File: src/rtl/alu_op_sequencer_pkg.sv
// Shared constants for the ALU op sequencer: ARM opcodes, FSM encoding,
// logic-function codes, condition codes and the decoded control bundle.
package alu_op_sequencer_pkg;

  localparam logic [3:0] OP_AND = 4'h0, OP_EOR = 4'h1, OP_SUB = 4'h2, OP_RSB = 4'h3;
  localparam logic [3:0] OP_ADD = 4'h4, OP_ADC = 4'h5, OP_SBC = 4'h6, OP_RSC = 4'h7;
  localparam logic [3:0] OP_TST = 4'h8, OP_TEQ = 4'h9, OP_CMP = 4'hA, OP_CMN = 4'hB;
  localparam logic [3:0] OP_ORR = 4'hC, OP_MOV = 4'hD, OP_BIC = 4'hE, OP_MVN = 4'hF;

  localparam logic [1:0] ST_IDLE = 2'd0, ST_EXEC = 2'd1, ST_RESP = 2'd2;

  localparam logic [1:0] LF_AND = 2'b00, LF_ORR = 2'b01, LF_EOR = 2'b10, LF_PASS = 2'b11;

  localparam logic [3:0] CC_EQ = 4'h0, CC_NE = 4'h1, CC_CS = 4'h2, CC_CC = 4'h3;
  localparam logic [3:0] CC_MI = 4'h4, CC_PL = 4'h5, CC_VS = 4'h6, CC_VC = 4'h7;
  localparam logic [3:0] CC_HI = 4'h8, CC_LS = 4'h9, CC_GE = 4'hA, CC_LT = 4'hB;
  localparam logic [3:0] CC_GT = 4'hC, CC_LE = 4'hD, CC_AL = 4'hE, CC_NV = 4'hF;

  typedef struct packed {
    logic       invert_a;
    logic       invert_b;
    logic       is_logic;
    logic [1:0] logic_func;
    logic       cin;
    logic       is_arith;
    logic       is_compare;
  } alu_ctrl_t;

  function automatic logic cond_pass(input logic [3:0] cond, input logic [3:0] nzcv);
    logic n, z, c, v, r;
    {n, z, c, v} = nzcv;
    case (cond)
      CC_EQ:   r = z;
      CC_NE:   r = !z;
      CC_CS:   r = c;
      CC_CC:   r = !c;
      CC_MI:   r = n;
      CC_PL:   r = !n;
      CC_VS:   r = v;
      CC_VC:   r = !v;
      CC_HI:   r = c && !z;
      CC_LS:   r = !c || z;
      CC_GE:   r = (n == v);
      CC_LT:   r = (n != v);
      CC_GT:   r = !z && (n == v);
      CC_LE:   r = z || (n != v);
      CC_AL:   r = 1'b1;
      default: r = 1'b0;
    endcase
    return r;
  endfunction

endpackage

File: src/rtl/alu_op_sequencer_if.sv
// Request/response bus of the ALU op sequencer. req_cond exists only when
// ALU_COND_EN is defined.
interface alu_op_sequencer_if #(
  parameter int WIDTH = 32
) ();
  logic             req_valid;
  logic             req_ready;
  logic [3:0]       req_opcode;
  logic             req_s;
  logic [3:0]       req_rd;
  logic [WIDTH-1:0] req_a;
  logic [WIDTH-1:0] req_b;
  logic             req_shift_c;
`ifdef ALU_COND_EN
  logic [3:0]       req_cond;
`endif
  logic             rsp_valid;
  logic             rsp_ready;
  logic [WIDTH-1:0] rsp_result;
  logic [3:0]       rsp_rd;
  logic             rsp_wr_en;

  modport master (
    output req_valid, req_opcode, req_s, req_rd, req_a, req_b, req_shift_c,
`ifdef ALU_COND_EN
    output req_cond,
`endif
    output rsp_ready,
    input  req_ready, rsp_valid, rsp_result, rsp_rd, rsp_wr_en
  );

  modport slave (
    input  req_valid, req_opcode, req_s, req_rd, req_a, req_b, req_shift_c,
`ifdef ALU_COND_EN
    input  req_cond,
`endif
    input  rsp_ready,
    output req_ready, rsp_valid, rsp_result, rsp_rd, rsp_wr_en
  );
endinterface

File: src/rtl/alu_op_sequencer_decode.sv
// ARM data-processing opcode -> ALU control decode. Purely combinational;
// c_flag_i is the committed carry used by ADC/SBC/RSC.
module alu_op_decode
  import alu_op_sequencer_pkg::*;
(
  input  logic [3:0] opcode_i,
  input  logic       c_flag_i,
  output alu_ctrl_t  ctrl_o
);
  always_comb begin
    ctrl_o = '0;
    case (opcode_i)
      OP_AND, OP_TST: begin ctrl_o.is_logic = 1'b1; ctrl_o.logic_func = LF_AND; end
      OP_EOR, OP_TEQ: begin ctrl_o.is_logic = 1'b1; ctrl_o.logic_func = LF_EOR; end
      OP_SUB, OP_CMP: begin ctrl_o.invert_b = 1'b1; ctrl_o.cin = 1'b1; end
      OP_RSB:         begin ctrl_o.invert_a = 1'b1; ctrl_o.cin = 1'b1; end
      OP_ADC:         ctrl_o.cin = c_flag_i;
      OP_SBC:         begin ctrl_o.invert_b = 1'b1; ctrl_o.cin = c_flag_i; end
      OP_RSC:         begin ctrl_o.invert_a = 1'b1; ctrl_o.cin = c_flag_i; end
      OP_ORR:         begin ctrl_o.is_logic = 1'b1; ctrl_o.logic_func = LF_ORR; end
      OP_MOV:         begin ctrl_o.is_logic = 1'b1; ctrl_o.logic_func = LF_PASS; end
      OP_BIC:         begin ctrl_o.invert_b = 1'b1; ctrl_o.is_logic = 1'b1; ctrl_o.logic_func = LF_AND; end
      OP_MVN:         begin ctrl_o.invert_b = 1'b1; ctrl_o.is_logic = 1'b1; ctrl_o.logic_func = LF_PASS; end
      default:        ;  // ADD, CMN: plain add, cin 0
    endcase
    ctrl_o.is_arith   = !ctrl_o.is_logic;
    ctrl_o.is_compare = (opcode_i[3:2] == 2'b10);
  end
endmodule

File: src/rtl/alu_op_sequencer.sv
// Sequences one ARM data-processing op through an external ALU and owns the
// NZCV register. Define ALU_COND_EN to add condition-code gating via req_cond.
module alu_op_sequencer
  import alu_op_sequencer_pkg::*;
#(
  parameter int ALU_LATENCY = 3,
  parameter int WIDTH       = 32
) (
  input  logic              clk,
  input  logic              rst_n,
  alu_op_sequencer_if.slave bus,
  output logic [3:0]        flags_nzcv,
  output logic [WIDTH-1:0]  alu_a,
  output logic [WIDTH-1:0]  alu_b,
  output logic              alu_invert_a,
  output logic              alu_invert_b,
  output logic              alu_is_logic,
  output logic              alu_cin,
  output logic              alu_isactive,
  output logic [1:0]        alu_logic_func,
  input  logic [WIDTH-1:0]  alu_result,
  input  logic              alu_n,
  input  logic              alu_z,
  input  logic              alu_c,
  input  logic              alu_v
);
  logic [1:0]       state_q, state_d;
  logic [3:0]       cnt_q, cnt_d;
  alu_ctrl_t        dec, ctrl_q;
  logic [WIDTH-1:0] a_q, b_q, res_q;
  logic [3:0]       rd_q, flags_q, pend_q;
  logic             shc_q, wr_q, commit_q;
  logic             cond_ok, accept, capture;

  alu_op_decode u_dec (.opcode_i(bus.req_opcode), .c_flag_i(flags_q[1]), .ctrl_o(dec));

`ifdef ALU_COND_EN
  assign cond_ok = cond_pass(bus.req_cond, flags_q);
`else
  assign cond_ok = 1'b1;
`endif
  assign accept  = (state_q == ST_IDLE) && bus.req_valid;
  assign capture = (state_q == ST_EXEC) && (cnt_q == 4'd0);

  always_comb begin
    state_d = state_q;
    cnt_d   = cnt_q;
    case (state_q)
      ST_IDLE: if (accept) begin
        // a failed condition skips the ALU entirely
        state_d = cond_ok ? ST_EXEC : ST_RESP;
        cnt_d   = 4'(ALU_LATENCY - 1);
      end
      ST_EXEC: if (cnt_q == 4'd0) state_d = ST_RESP;
               else               cnt_d   = cnt_q - 4'd1;
      ST_RESP: if (bus.rsp_ready) state_d = ST_IDLE;
      default: state_d = ST_IDLE;
    endcase
  end

  always_ff @(posedge clk) begin
    if (!rst_n) begin
      state_q  <= ST_IDLE;
      cnt_q    <= '0;
      ctrl_q   <= '0;
      a_q      <= '0;
      b_q      <= '0;
      res_q    <= '0;
      rd_q     <= '0;
      flags_q  <= '0;
      pend_q   <= '0;
      shc_q    <= 1'b0;
      wr_q     <= 1'b0;
      commit_q <= 1'b0;
    end else begin
      state_q <= state_d;
      cnt_q   <= cnt_d;
      if (accept) begin
        ctrl_q   <= dec;
        a_q      <= bus.req_a;
        b_q      <= bus.req_b;
        rd_q     <= bus.req_rd;
        shc_q    <= bus.req_shift_c;
        res_q    <= '0;
        wr_q     <= cond_ok && !dec.is_compare;
        commit_q <= cond_ok && (bus.req_s || dec.is_compare);
      end
      if (capture) begin
        // logic ops: C from the shifter, V preserved
        res_q  <= alu_result;
        pend_q <= {alu_n, alu_z,
                   ctrl_q.is_arith ? alu_c : shc_q,
                   ctrl_q.is_arith ? alu_v : flags_q[0]};
      end
      if ((state_q == ST_RESP) && bus.rsp_ready && commit_q) flags_q <= pend_q;
    end
  end

  assign bus.req_ready  = (state_q == ST_IDLE);
  assign bus.rsp_valid  = (state_q == ST_RESP);
  assign bus.rsp_result = res_q;
  assign bus.rsp_rd     = rd_q;
  assign bus.rsp_wr_en  = wr_q;

  assign flags_nzcv     = flags_q;
  assign alu_a          = a_q;
  assign alu_b          = b_q;
  assign alu_invert_a   = ctrl_q.invert_a;
  assign alu_invert_b   = ctrl_q.invert_b;
  assign alu_is_logic   = ctrl_q.is_logic;
  assign alu_logic_func = ctrl_q.logic_func;
  assign alu_cin        = ctrl_q.cin;
  assign alu_isactive   = (state_q == ST_EXEC);
endmodule
File: src/flat_wrapper.sv
// flat-port wrapper written by rule: the top's interface ports become plain ports
module alu_op_sequencer_flat import alu_op_sequencer_pkg::*;
#(
  parameter int ALU_LATENCY = 3,
  parameter int WIDTH       = 32
)
  (clk, rst_n, flags_nzcv, alu_a, alu_b, alu_invert_a, alu_invert_b, alu_is_logic, alu_cin, alu_isactive, alu_logic_func, alu_result, alu_n, alu_z, alu_c, alu_v, bus_req_valid, bus_req_opcode, bus_req_s, bus_req_rd, bus_req_a, bus_req_b, bus_req_shift_c, bus_rsp_ready, bus_req_ready, bus_rsp_valid, bus_rsp_result, bus_rsp_rd, bus_rsp_wr_en);
  alu_op_sequencer_if #(.WIDTH(WIDTH)) bus_i ();
  input  logic clk;
  input  logic rst_n;
  output logic [3:0] flags_nzcv;
  output logic [WIDTH-1:0] alu_a;
  output logic [WIDTH-1:0] alu_b;
  output logic alu_invert_a;
  output logic alu_invert_b;
  output logic alu_is_logic;
  output logic alu_cin;
  output logic alu_isactive;
  output logic [1:0] alu_logic_func;
  input  logic [WIDTH-1:0] alu_result;
  input  logic alu_n;
  input  logic alu_z;
  input  logic alu_c;
  input  logic alu_v;
  input wire logic [$bits(bus_i.req_valid)-1:0] bus_req_valid;
  input wire logic [$bits(bus_i.req_opcode)-1:0] bus_req_opcode;
  input wire logic [$bits(bus_i.req_s)-1:0] bus_req_s;
  input wire logic [$bits(bus_i.req_rd)-1:0] bus_req_rd;
  input wire logic [$bits(bus_i.req_a)-1:0] bus_req_a;
  input wire logic [$bits(bus_i.req_b)-1:0] bus_req_b;
  input wire logic [$bits(bus_i.req_shift_c)-1:0] bus_req_shift_c;
  input wire logic [$bits(bus_i.rsp_ready)-1:0] bus_rsp_ready;
  output wire logic [$bits(bus_i.req_ready)-1:0] bus_req_ready;
  output wire logic [$bits(bus_i.rsp_valid)-1:0] bus_rsp_valid;
  output wire logic [$bits(bus_i.rsp_result)-1:0] bus_rsp_result;
  output wire logic [$bits(bus_i.rsp_rd)-1:0] bus_rsp_rd;
  output wire logic [$bits(bus_i.rsp_wr_en)-1:0] bus_rsp_wr_en;
  assign bus_i.req_valid = bus_req_valid;
  assign bus_i.req_opcode = bus_req_opcode;
  assign bus_i.req_s = bus_req_s;
  assign bus_i.req_rd = bus_req_rd;
  assign bus_i.req_a = bus_req_a;
  assign bus_i.req_b = bus_req_b;
  assign bus_i.req_shift_c = bus_req_shift_c;
  assign bus_i.rsp_ready = bus_rsp_ready;
  assign bus_req_ready = bus_i.req_ready;
  assign bus_rsp_valid = bus_i.rsp_valid;
  assign bus_rsp_result = bus_i.rsp_result;
  assign bus_rsp_rd = bus_i.rsp_rd;
  assign bus_rsp_wr_en = bus_i.rsp_wr_en;
  alu_op_sequencer #(.ALU_LATENCY(ALU_LATENCY), .WIDTH(WIDTH)) u_core (.clk(clk), .rst_n(rst_n), .bus(bus_i), .flags_nzcv(flags_nzcv), .alu_a(alu_a), .alu_b(alu_b), .alu_invert_a(alu_invert_a), .alu_invert_b(alu_invert_b), .alu_is_logic(alu_is_logic), .alu_cin(alu_cin), .alu_isactive(alu_isactive), .alu_logic_func(alu_logic_func), .alu_result(alu_result), .alu_n(alu_n), .alu_z(alu_z), .alu_c(alu_c), .alu_v(alu_v));
endmodule
File: config.mk
export PLATFORM = sky130hd
export DESIGN_NAME = alu_op_sequencer_flat
export DESIGN_NICKNAME = d
export VERILOG_FILES = /design/src/rtl/alu_op_sequencer_pkg.sv /design/src/rtl/alu_op_sequencer_if.sv /design/src/rtl/alu_op_sequencer_decode.sv /design/src/rtl/alu_op_sequencer.sv /design/src/flat_wrapper.sv
export SDC_FILE = /design/constraint.sdc
export NUM_CORES = 1
export LEC_CHECK = 0
export BUFFER_PORTS_ARGS = -buffer_cell sky130_fd_sc_hd__buf_2
export CAP_MARGIN = 30
export CORE_MARGIN = 2
export CORE_UTILIZATION = 45
export CTS_CLUSTER_SIZE = 30
export DETAILED_ROUTE_END_ITERATION = 7
export GPL_TIMING_DRIVEN = 0
export PLACE_DENSITY_LB_ADDON = 0.15
export SLEW_MARGIN = 15
export SYNTH_ARGS = -nofsm -noshare
export SYNTH_HDL_FRONTEND = slang
export SYNTH_SLANG_ARGS = --single-unit
File: constraint.sdc
create_clock -name clk -period 1.8 [get_ports clk]
set_clock_uncertainty 0.05 [all_clocks]
set_input_delay 0 -clock clk [delete_from_list [all_inputs] [get_ports clk]]
set_output_delay 0 -clock clk [all_outputs]
set_load 0.05 [all_outputs]
# Yosys cells after proc, flatten, opt, wreduce, memory -nomap -nowiden
# Index checks and enable logic that the tools add are counted.
dict set report totals {
  out_inout_bits 114
  reg_bits 124
  inputBits 114
}
dict set report classes {
  reduce_logical 21
  eq_ne 20
  add_sub_neg 1
  muxes 15
}
# cell count
set ops {}
lappend ops {{2-to-1 mux 32 bit} 2}
lappend ops {{equality test 4 bit (second input constant)} 7}
lappend ops {{equality test 4 x 3 -> 1 bit (second input constant)} 3}
lappend ops {{one-hot mux 3 bit (4 select lines)} 1}
lappend ops {{OR reduction 3 bit} 3}
lappend ops {{equality test 4 x 2 -> 1 bit (second input constant)} 2}
lappend ops {{zero test 4 bit} 2}
lappend ops {{2-to-1 mux 4 bit} 2}
lappend ops {{one-hot mux 4 bit (2 select lines)} 1}
lappend ops {{2-to-1 mux 2 bit} 3}
lappend ops {{one-hot mux 2 bit (3 select lines)} 1}
lappend ops {{AND reduction 3 bit} 2}
lappend ops {{OR reduction 2 bit} 3}
lappend ops {{OR reduction 5 bit} 1}
lappend ops {{equality test 2 bit (second input constant)} 2}
lappend ops {{equality test 4 x 1 -> 1 bit (second input constant)} 1}
lappend ops {{logical AND 1 bit} 4}
lappend ops {{2-to-1 mux 1 bit} 4}
lappend ops {{!= test 2 x 1 -> 1 bit (second input constant)} 2}
lappend ops {{!= test 2 bit (second input constant)} 2}
lappend ops {{nonzero test 2 bit} 2}
lappend ops {{subtractor 4 x 1 -> 4 bit (second input constant)} 1}
lappend ops {{equality test 2 x 1 -> 1 bit (second input constant)} 1}
lappend ops {{zero test 1 bit} 2}
lappend ops {{3 further kinds} 3}

# Longest topological paths before layout
# Gate-level depths: netlist of the first run.
dict set report logic_depth {
  depth_word 4
  depth_mapped 7
}

# Cells and area by module
# From an unflattened synthesis of the first run, not the netlist that was laid out.
dict set report hier_totals {
  cells_unflattened 572
  area_unflattened_um2 4697.0
}
# module area_per_inst_um2 cells_each seq_area_each_um2 instances
set by_module_without_submodules {}
lappend by_module_without_submodules {alu_op_sequencer 4613.2 558 2482.4 1}
lappend by_module_without_submodules {alu_op_decode 83.8 14 0.0 1}

# Worst setup path after synthesis of the first run
# OpenSTA, ideal clock, no wires.
dict set report synth_path {
  path_type {reg-to-reg}
  startpoint {reg u_core.cnt_q[0]}
  endpoint {reg u_core.res_q[24] (netlist: u_core.bus.rsp_result[24])}
  setup_ps 116
  arrival_time_ps 1485
  setup_slack_ps 149
  period_less_slack_ps 1651
  path_stages_with_launch 8
  cell_sequence {dfxtp_1 > inv_1 > ha_1 > nor3b_2 > mux2i_1 > o21a_2 > buf_6 > a22o_4}
}
dict set report synth_via {
  elab_chain_len 3
}
# item line_no
set synth_rtl {}
lappend synth_rtl {{from (decl)} alu_op_sequencer.sv:28} ;# logic [3:0] cnt_q, cnt_d;
lappend synth_rtl {{from (signal assigned)} alu_op_sequencer.sv:77} ;# cnt_q <= cnt_d;
lappend synth_rtl {{zero test 4 bit (*)} alu_op_sequencer.sv:43} ;# assign capture = (state_q == ST_EXEC) && (cnt_q == 4'd0);
lappend synth_rtl {{logical AND 1 bit (*)} alu_op_sequencer.sv:43}
lappend synth_rtl {{2-to-1 mux 32 bit or nonzero test 2 bit (tied branches)} --}
lappend synth_rtl {{to (signal assigned)} alu_op_sequencer.sv:90} ;# res_q <= alu_result;
lappend synth_rtl {{to (decl)} alu_op_sequencer.sv:30} ;# logic [WIDTH-1:0] a_q, b_q, res_q;
# Mark *: on every way between the ends. The rest lies on a longest branch, timed or not.
# A chain may end at the register's enable or synchronous reset.

# Worst setup path after layout of the first run
dict set report layout_path {
  startpoint {reg u_core.state_q[0]}
  endpoint {out alu_isactive}
}
dict set report layout_via {
  elab_chain_len 1
}
# item line_no
set layout_rtl {}
lappend layout_rtl {{from (decl)} alu_op_sequencer.sv:27} ;# logic [1:0] state_q, state_d;
lappend layout_rtl {{from (signal assigned)} alu_op_sequencer.sv:76} ;# state_q <= state_d;
lappend layout_rtl {{equality test 2 x 1 -> 1 bit} alu_op_sequencer.sv:113} ;# assign alu_isactive = (state_q == ST_EXEC);
lappend layout_rtl {{to (decl)} flat_wrapper.sv:18} ;# output logic alu_isactive;
# No other way between the ends.

==> results.md, run 1 <==
* Status: completed
* Via/cell ratio at 4.91
* CP peak stage delay at 0.44 ns
* Pwr dens at 1110 mW/mm²
* Per-cell routed wire length at 15.0 µm
* CP endpoint kind: primary output
* Arrival time at the worst endpoint at 1.69 ns
* Initial antenna violation count at 0
* Final Wtd Congestion at 0.790
* CTS clock-pin slew for the worst setup and hold paths at 0.05 ns
* Detailed-route DRC error count at 0
* CTS buffer count at 17
* Syn-to-layout area delta at 69.4%
* Worst Setup Start Kind: flip-flop
* Max_slew headroom at 63.5%
* Max Freq at 576 MHz
* Hold slack final at 0.0932 ns
* Yosys warns at 0
* Cell variety after synth at 40
* Crit path max fanout at 6
* Htree depth at 4
* Synthesized flop and latch total at 124
* Gr ovfl total at 0
* Fin. max-slew vios at 0
* Filler cells at 685
* Share of post-route cells with drive strength above 1 at 33.9%
* Final Critical Period at 1.74 ns
* Slowest CP cell: dfxtp_1
* Worst vdd rail ir drop at 651 µV
* Vias in the first global route at 4,772
* Placed cells at 846
* DP Worst Slack at -0.0418 ns
* Die Wd at 103 µm
* Routed WL at 15,000 µm
* CTS Root Buffer Type: clkbuf_8
* Clock Path Buffers at 2
* Post-synth top cells: nand2_1 (145), dfxtp_1 (124), a21oi_1 (75)
* Worst Hold Class: primary input to flip-flop
* # IOs at 228
* Total global-route track usage at 27.0%
* Worst-Margin Slew at 0.547 ns
* # diodes at 0
* Synth Area per Inst at 9.10 µm²
* Synth top area cells: dfxtp_1 (56%), nand2_1 (12%), a21oi_1 (8.5%)
* Syn nets at 601
* Die area at 0.0106 mm²
* Cell taking the most area after synthesis: dfxtp_1
* Final #Nets at 969
* Hpwl dp at 8840 µm
* Initial drt markers at 208
* Async SR Flop Fraction at 0%
* Crit-path cells: or2b_4 -> inv_1 -> buf_2
* Post-synth EDFFs at 0
* Skew-Pair Late Insertion Delay at 0.51 ns
* Core Region at 0.00964 mm²
* Setup ws final at 0.0649 ns
* Finished Cell Area at 0.00749 mm²
* Mapped Area at 0.00442 mm²
* TNS Setup at 0 ns
* Lkg Pwr at 3.56 nW
* Endpoints failing setup at 0
* Via count at 4,901
* CTS Sinks at 124
* DRT antenna net count at 0
* Die Y at 103 µm
* Period utilization at 96.4%
* First-pass GRT wire length at 22,200 µm
* CTS tree: done
* Most common cell in the netlist: nand2_1
* Port bufs at 227
* Primary FF master, synth: dfxtp_1
* Final hold vios at 0
* Largest net degree at the start of global routing at 17
* Initial core utilization at 45.9%
* Final Non-Filler Cells at 999
* Area share of the largest cell type after synthesis at 56.2%
* DRT Pass-1 Iters at 5
* Sequential cell area fraction in the yosys report at 56.2%
* Row count at 36
* Post-synthesis instance total at 486
* Crit path kind: flip-flop to primary output
* Max-cap viol count at 0
* DP Area at 0.00572 mm²
* CP Data Required Time at 1.75 ns
## cell type report
cell class | instances | area [µm²] | area share, %
Clock inverter | 10 | 100 | 1.34
Buffer | 35 | 210 | 2.81
Tap cell | 133 | 166 | 2.22
Clock buffer | 21 | 429 | 5.73
Inverter | 4 | 15.0 | 0.200
Sequential cell | 124 | 2480 | 33.2
Timing Repair Buffer | 349 | 2350 | 31.3
Multi-Input combinational cell | 323 | 1740 | 23.2
## layer usage
layer / share of wire (%) / vias to the layer above / wire length, µm / GRT usage (%)
li1: - / 2376 / - / -
met5: 0 / - / 0 / 0
met3: 7.5 / 23 / 1130 / 7.66
met4: 1.8 / 0 / 269 / 11.1
met1: 41 / 2292 / 6130 / 30.2
met2: 50 / 210 / 7470 / 48.1
## power breakdown
part	internal [W]	switching [W]	leakage, nW
registers	0.00298	0.000137	1.01
clock network	0.00194	0.00114	0.269
logic	0.000725	0.00138	2.28
## final timing paths
check | slack, ns | startpoint | end | cells past startpoint
worst max-delay path | 0.06 | u_core.state_q[0] | alu_isactive | 3
worst min-delay path | 0.09 | bus_req_valid | u_core.alu_b[20] | 5
worst max register to register | 0.09 | u_core.cnt_q[1] | u_core.bus.rsp_result[28] | 7
worst min register to register | 0.40 | u_core.alu_a[16] | u_core.alu_a[16] | 2
## state kept, by name, summed over array words and instances (netlist names)
register / count
u_core.alu_cin: 1
u_core.ctrl_q: 1
u_core.state_q: 2
u_core.alu_is_logic: 1
u_core.alu_invert_a: 1
u_core.bus.rsp_result: 32
u_core.pend_q: 4
u_core.bus.rsp_rd: 4
u_core.alu_a: 32
u_core.alu_logic_func: 2
u_core.alu_invert_b: 1
u_core.flags_nzcv: 4
u_core.bus.rsp_wr_en: 1
u_core.commit_q: 1
u_core.shc_q: 1
u_core.cnt_q: 4
u_core.alu_b: 32
## cell usage in the layout (no fill, tap or decap), types with 2 or more instances in the layout
cell           Yosys  routed
a211oi_1           3       3
a21oi_1           75      75
a22o_1            29      29
a22o_2             2       2
buf_2              3     232
buf_4              4       8
buf_6              8       8
bufinv_16          0       2
clkbuf_1          20      24
clkbuf_16          0      16
clkinv_2           0       8
dfxtp_1          124     123
dlygate4sd3_1      0     115
inv_2              1       3
mux2i_1           10      10
nand2_1          145     145
nand3_1            6       6
nor2_1            18      18
nor2b_1            4       4
nor3_1             4       4
nor3_2             2       2
nor3b_4            0       2
o21ai_0            3       3
## kinds of logic after synthesis
family,after synthesis,synth area share [%]
AND/OR/NAND/NOR,192,18.9
buffers and inverters,39,5.09
adder cells (fa/ha/maj),1,0.283
AO/OA/AOI/OAI,120,17.4
multiplexers,10,2.26
flip-flops,124,56.2
## stage by stage
step                      power [W]  util (%)
after floorplan             0.00447         -
after global placement      0.00493      59.4
after detailed placement    0.00497      59.4
after CTS                   0.00824      76.9
after global routing        0.00863      77.7
final                       0.00830      77.7
## what timing repair did
action	4_1_cts	5_1_grt
buffers inserted	0	5
setup endpoints to repair	40	43
pin swaps	0	3
resized for setup	2	5
cloned	0	2
hold buffers	115	0
endpoints found under the hold margin	118	0
## worst max-delay path, delay by kind of cell (launching register included)
family / cells / cell delay [ns]
flip-flops: 1 / 0.44
buffers and inverters: 2 / 0.38
AND/OR/NAND/NOR: 1 / 0.35
(Power assumes the default switching activity.)
==> inputs of run 2 (changes only) <==
--- a/config.mk
+++ b/config.mk
@@ -12,7 +12,7 @@
 export CTS_CLUSTER_SIZE = 30
 export DETAILED_ROUTE_END_ITERATION = 7
 export GPL_TIMING_DRIVEN = 0
-export PLACE_DENSITY_LB_ADDON = 0.15
+export PLACE_DENSITY = 0.8
 export SLEW_MARGIN = 15
 export SYNTH_ARGS = -nofsm -noshare
 export SYNTH_HDL_FRONTEND = slang
==> results.md, run 2 (synthesized netlist as in run 1, its figures left out) <==
* Worst-Margin Slew at 0.566 ns
* Arrival time at the worst endpoint at 2.14 ns
* Die Y at 103 µm
* Final hold vios at 0
* Share of post-route cells with drive strength above 1 at 34.8%
* Die area at 0.0106 mm²
* Final Critical Period at 1.79 ns
* Initial core utilization at 45.9%
* CTS Root Buffer Type: clkbuf_8
* DRT Pass-1 Iters at 7
* Most common cell after layout, fill and taps aside: buf_2
* Port bufs at 227
* Worst Setup SP: u_core.cnt_q[0]
* Final Wtd Congestion at 0.766
* Placed cells at 846
* Row count at 36
* CTS tree: done
* Initial antenna violation count at 0
* Core Region at 0.00964 mm²
* Most frequent cells in the layout: buf_2 (230), nand2_1 (145), dfxtp_1 (122)
* CTS clock-pin slew for the worst setup and hold paths at 0.06 ns
* Final Non-Filler Cells at 1,000
* Total global-route track usage at 31.4%
* Gr ovfl total at 0
* CP Data Required Time at 2.14 ns
* Filler cells at 597
* Via count at 5,158
* TNS Setup at 0 ns
* Reg2reg start: u_core.cnt_q[0]
* Htree depth at 4
* Per-cell routed wire length at 17.7 µm
* # diodes at 0
* Skew-Pair Late Insertion Delay at 0.51 ns
* CTS buffer count at 17
* Crit-path cells: inv_2 -> ha_4 -> nor3b_4 -> mux2i_1 -> o21a_2 -> buf_4 -> a22o_1
* Detailed-route DRC error count at 0
* DRT antenna net count at 0
* Worst Hold Class: primary input to flip-flop
* Max_slew headroom at 62.2%
* # IOs at 228
* DP Area at 0.00572 mm²
* CP endpoint kind: flip-flop
* Endpoints failing setup at 0
* Max Freq at 557 MHz
* Die Wd at 103 µm
* Lkg Pwr at 3.61 nW
* Status: completed
* Unrepaired setup endpoints after global routing: true
* Clock Path Buffers at 2
* CP peak stage delay at 0.33 ns
* Via/cell ratio at 5.16
* Crit path kind: flip-flop to flip-flop
* Pwr dens at 1150 mW/mm²
* Slowest CP cell: dfxtp_2
* Worst vdd rail ir drop at 678 µV
* Syn-to-layout area delta at 71.3%
* Largest net degree at the start of global routing at 17
* Final #Nets at 970
* Initial drt markers at 270
* Fin. max-slew vios at 0
* Vias in the first global route at 5,197
* CTS Sinks at 124
* Hpwl dp at 9320 µm
* Finished Cell Area at 0.00757 mm²
* Worst hold path startpoint: bus_req_valid
* Worst Setup Start Kind: flip-flop
* First-pass GRT wire length at 25,400 µm
* Routed WL at 17,700 µm
* Max-cap viol count at 0
* Crit path max fanout at 8
* Final core occ at 78.6%
* Period utilization at 99.7%
-- run 2: changes by cell type in the layout (fill, tap and decap cells not counted), moves of 2 or more --
cell,before,now
buf_2,232,230
clkinv_2,8,2
clkbuf_8,1,6
dlygate4sd3_1,115,113
clkbuf_2,0,2
clkbuf_1,24,21
buf_4,8,12
-- run 2: stage by stage --
stage | setup slack, ns | hold slack [ns] | power (W)
global route | -0.0230 | 0.134 | 0.00904
global placement | 0.0438 | 0.162 | 0.00493
floorplan | 0.149 | 0.0651 | 0.00447
CTS | 0.0147 | 0.0715 | 0.00861
finish | 0.00523 | 0.107 | 0.00874
detailed placement | 0.0000522 | 0.164 | 0.00498
-- run 2: power by group --
group / internal (W) / switching, W / total [W]
Clock: 0.00228 / 0.00116 / 0.00344
Sequential: 0.00298 / 0.000151 / 0.00313
Combinational: 0.000728 / 0.00144 / 0.00217
-- run 2: worst max-delay path, delay by kind of cell (launching register included) --
kind / cells / cell delay [ns]
muxes: 1 / 0.11
DFF: 1 / 0.33
AOI/OAI and AO/OA: 2 / 0.54
buffers and inverters: 2 / 0.27
adders and majority gates: 1 / 0.14
and+or+nand+nor: 1 / 0.23
-- run 2: final timing paths --
check / end / slack (ns) / cells past startpoint
setup / recovery: u_core.bus.rsp_result[21] / 0.005 / 7
hold / removal: u_core.alu_b[20] / 0.11 / 5
setup reg to reg: u_core.bus.rsp_result[21] / 0.005 / 7
hold reg to reg: u_core.alu_a[28] / 0.40 / 2
-- run 2: final cells by class --
type,instances,area [µm²],share of cell area [%]
timing repair buffer,350,2340,30.9
clock inverter,6,108,1.42
sequential,124,2480,32.8
buffer,35,215,2.84
multi-input combinational,323,1750,23.1
tap,133,166,2.20
inverter,4,15.0,0.198
clock buffer,25,494,6.53
-- run 2: timing repair --
item                                    4_1_cts  5_1_grt
hold buffers                                113        0
cloned                                        0        4
pin swaps                                     0        3
endpoints found under the hold margin       119        0
endpoints found under the setup margin       14       44
buffers inserted                              0        6
gates resized for setup                       3       16
-- run 2: routing by layer --
layer,up-vias,track usage [%],wire [µm]
li1,2378,-,-
met1,2378,31.4,6510
met2,325,54.5,8880
met3,77,10.1,1540
met4,0,22.8,762
met5,-,0,0
==> inputs of run 3 (changes only) <==
--- a/config.mk
+++ b/config.mk
@@ -7,12 +7,11 @@
 export LEC_CHECK = 0
 export BUFFER_PORTS_ARGS = -buffer_cell sky130_fd_sc_hd__buf_2
 export CAP_MARGIN = 30
-export CORE_MARGIN = 2
 export CORE_UTILIZATION = 45
 export CTS_CLUSTER_SIZE = 30
 export DETAILED_ROUTE_END_ITERATION = 7
 export GPL_TIMING_DRIVEN = 0
-export PLACE_DENSITY = 0.8
+export PLACE_DENSITY_LB_ADDON = 0.12
 export SLEW_MARGIN = 15
 export SYNTH_ARGS = -nofsm -noshare
 export SYNTH_HDL_FRONTEND = slang
==> results.md, run 3 (synthesized netlist as in run 1, its figures left out) <==
* Share of post-route cells with drive strength above 1 at 34.2%
* Gr ovfl total at 0
* Crit path max fanout at 10
* Crit path kind: flip-flop to flip-flop
* Wire length on met1 at 5840 µm
* Clock power share at 39.6%
* Initial antenna violation count at 0
* Pwr dens at 1150 mW/mm²
* CTS Root Buffer Type: clkbuf_8
* DR WL met2 at 7560 µm
* Routed WL at 14,700 µm
* CP endpoint kind: flip-flop
* Placed cells at 842
* Period utilization at 97.2%
* Clock Path Buffers at 2
* Max Freq at 571 MHz
* Skew-Pair Late Insertion Delay at 0.50 ns
* Per-cell routed wire length at 14.8 µm
* CTS tree: done
* # IOs at 228
* Final #Nets at 969
* CTS buffer count at 17
* CP Data Required Time at 2.19 ns
* Endpoints failing setup at 0
* Final Wtd Congestion at 0.804
* Detailed-route DRC error count at 0
* CTS Sinks at 124
* Die area at 0.0102 mm²
* Worst path bufs/invs at 3
* Max layer used: met4
* Arrival time at the worst endpoint at 2.14 ns
* Vias in the first global route at 4,844
* Worst-Margin Slew at 0.500 ns
* Worst Hold Class: primary input to flip-flop
* Crit-path cells: inv_2 -> ha_4 -> or3b_4 -> nor3_4 -> buf_4 -> buf_6 -> a22o_1
* Worst r2r dst: u_core.bus.rsp_result[26]
* Slowest CP cell: or3b_4
* Syn-to-layout area delta at 70.6%
* Final hold vios at 0
* DP Area at 0.00572 mm²
* Sequential share of power at 36.1%
* Fin. max-slew vios at 0
* Die Y at 101 µm
* Via/cell ratio at 4.86
* Initial core utilization at 47.2%
* CTS clock-pin slew for the worst setup and hold paths at 0.05 ns
* Psw at 0.00270 W
* Die Wd at 101 µm
* Status: completed
* First-pass GRT wire length at 22,700 µm
* Hold path depth at 4
* Most common cell after layout, fill and taps aside: buf_2
* Final Critical Period at 1.75 ns
* Filler cells at 614
* TNS Setup at 0 ns
* Worst r2r path cells at 7
* DRT Pass-1 Iters at 5
* Worst Setup Start Kind: flip-flop
* R2R setup slack at 0.05 ns
* Largest net degree at the start of global routing at 17
* Most frequent cells in the layout: buf_2 (230), nand2_1 (145), dfxtp_1 (123)
* Row count at 35
* Finished Cell Area at 0.00754 mm²
* Hold Path End: u_core.cnt_q[2]
* DRT antenna net count at 0
* Max_slew headroom at 66.7%
* Sw Ratio at 31.3%
* Hold slack final at 0.0840 ns
* Final Non-Filler Cells at 995
* Total global-route track usage at 28.8%
* Worst vdd rail ir drop at 716 µV
* Reg2reg start: u_core.cnt_q[1]
* P_int at 0.00593 W
* # diodes at 0
* Htree depth at 4
* Initial drt markers at 143
* Final core occ at 80.5%
* Port bufs at 227
* Lkg Pwr at 3.58 nW
* Core Region at 0.00937 mm²
* CP delay by family, top: simple AND/OR/NAND/NOR gates
* Max-cap viol count at 0
* Via count at 4,838
* Met3 wire len at 1120 µm
* Comb power frac at 24.3%
* Worst hold path startpoint: bus_req_valid
* CP peak stage delay at 0.41 ns
* Hpwl dp at 8570 µm
==> run 3: routing by layer <==
metal / GRT usage [%] / vias to the layer above
met4: 10.8 / 0
met5: 0 / -
met2: 52.7 / 203
met3: 9.71 / 24
li1: - / 2376
met1: 30.6 / 2235
==> run 3: how the worst max path moves through the flow <==
stage                      startpoint                        end  slack, ns  cells after the start
floorplan             u_core.cnt_q[0]  u_core.bus.rsp_result[24]       0.15                      7
global placement    u_core.state_q[1]            u_core.alu_b[0]       0.02                      5
detailed placement    u_core.cnt_q[0]  u_core.bus.rsp_result[24]      -0.01                      7
CTS                   u_core.cnt_q[0]  u_core.bus.rsp_result[26]     0.0008                      7
global route          u_core.cnt_q[0]  u_core.bus.rsp_result[15]      -0.01                      7
finish                u_core.cnt_q[1]  u_core.bus.rsp_result[26]       0.05                      7
==> run 3: cell type report <==
type / count / area, µm² / share of cell area (%)
well taps: 129 / 161 / 2.14
inverters: 4 / 15.0 / 0.199
clock buffers: 19 / 422 / 5.59
multi-input cells: 323 / 1740 / 23.0
plain buffers: 35 / 210 / 2.79
repair buffers: 349 / 2340 / 31.0
clock inverters: 12 / 173 / 2.29
flip-flops and latches: 124 / 2480 / 32.9
==> run 3: through the flow <==
step | worst slack, ns | power, W
after floorplan | 0.149 | 0.00447
after global placement | 0.0200 | 0.00493
after detailed placement | -0.0137 | 0.00497
after CTS | 0.000764 | 0.00859
after global routing | -0.0108 | 0.00896
final | 0.0502 | 0.00864
==> run 3: repair_timing <==
action / 4_1_cts / 5_1_grt
cloned: 0 / 0
pin swaps: 0 / 4
resized for setup: 2 / 5
hold buffers: 115 / 0
setup endpoints to repair: 35 / 38
hold endpoints to repair: 118 / 0
buffers inserted: 0 / 7
==> run 3: power by group through the flow <==
stage,sequential [W],combinational [W],clock (W)
after floorplan,0.00380,0.000664,0
after global routing,0.00314,0.00224,0.00358
final,0.00312,0.00210,0.00342
after detailed placement,0.00316,0.00181,0
after global placement,0.00314,0.00178,0
after CTS,0.00310,0.00202,0.00346
==> run 3: worst register-to-register path, cell delays in order, from the launching register on <==
cell and delay, ns:
dfxtp_1 0.33, inv_2 0.08, ha_4 0.14, or3b_4 0.41, nor3_4 0.22, buf_4 0.15
buf_6 0.13, a22o_1 0.16
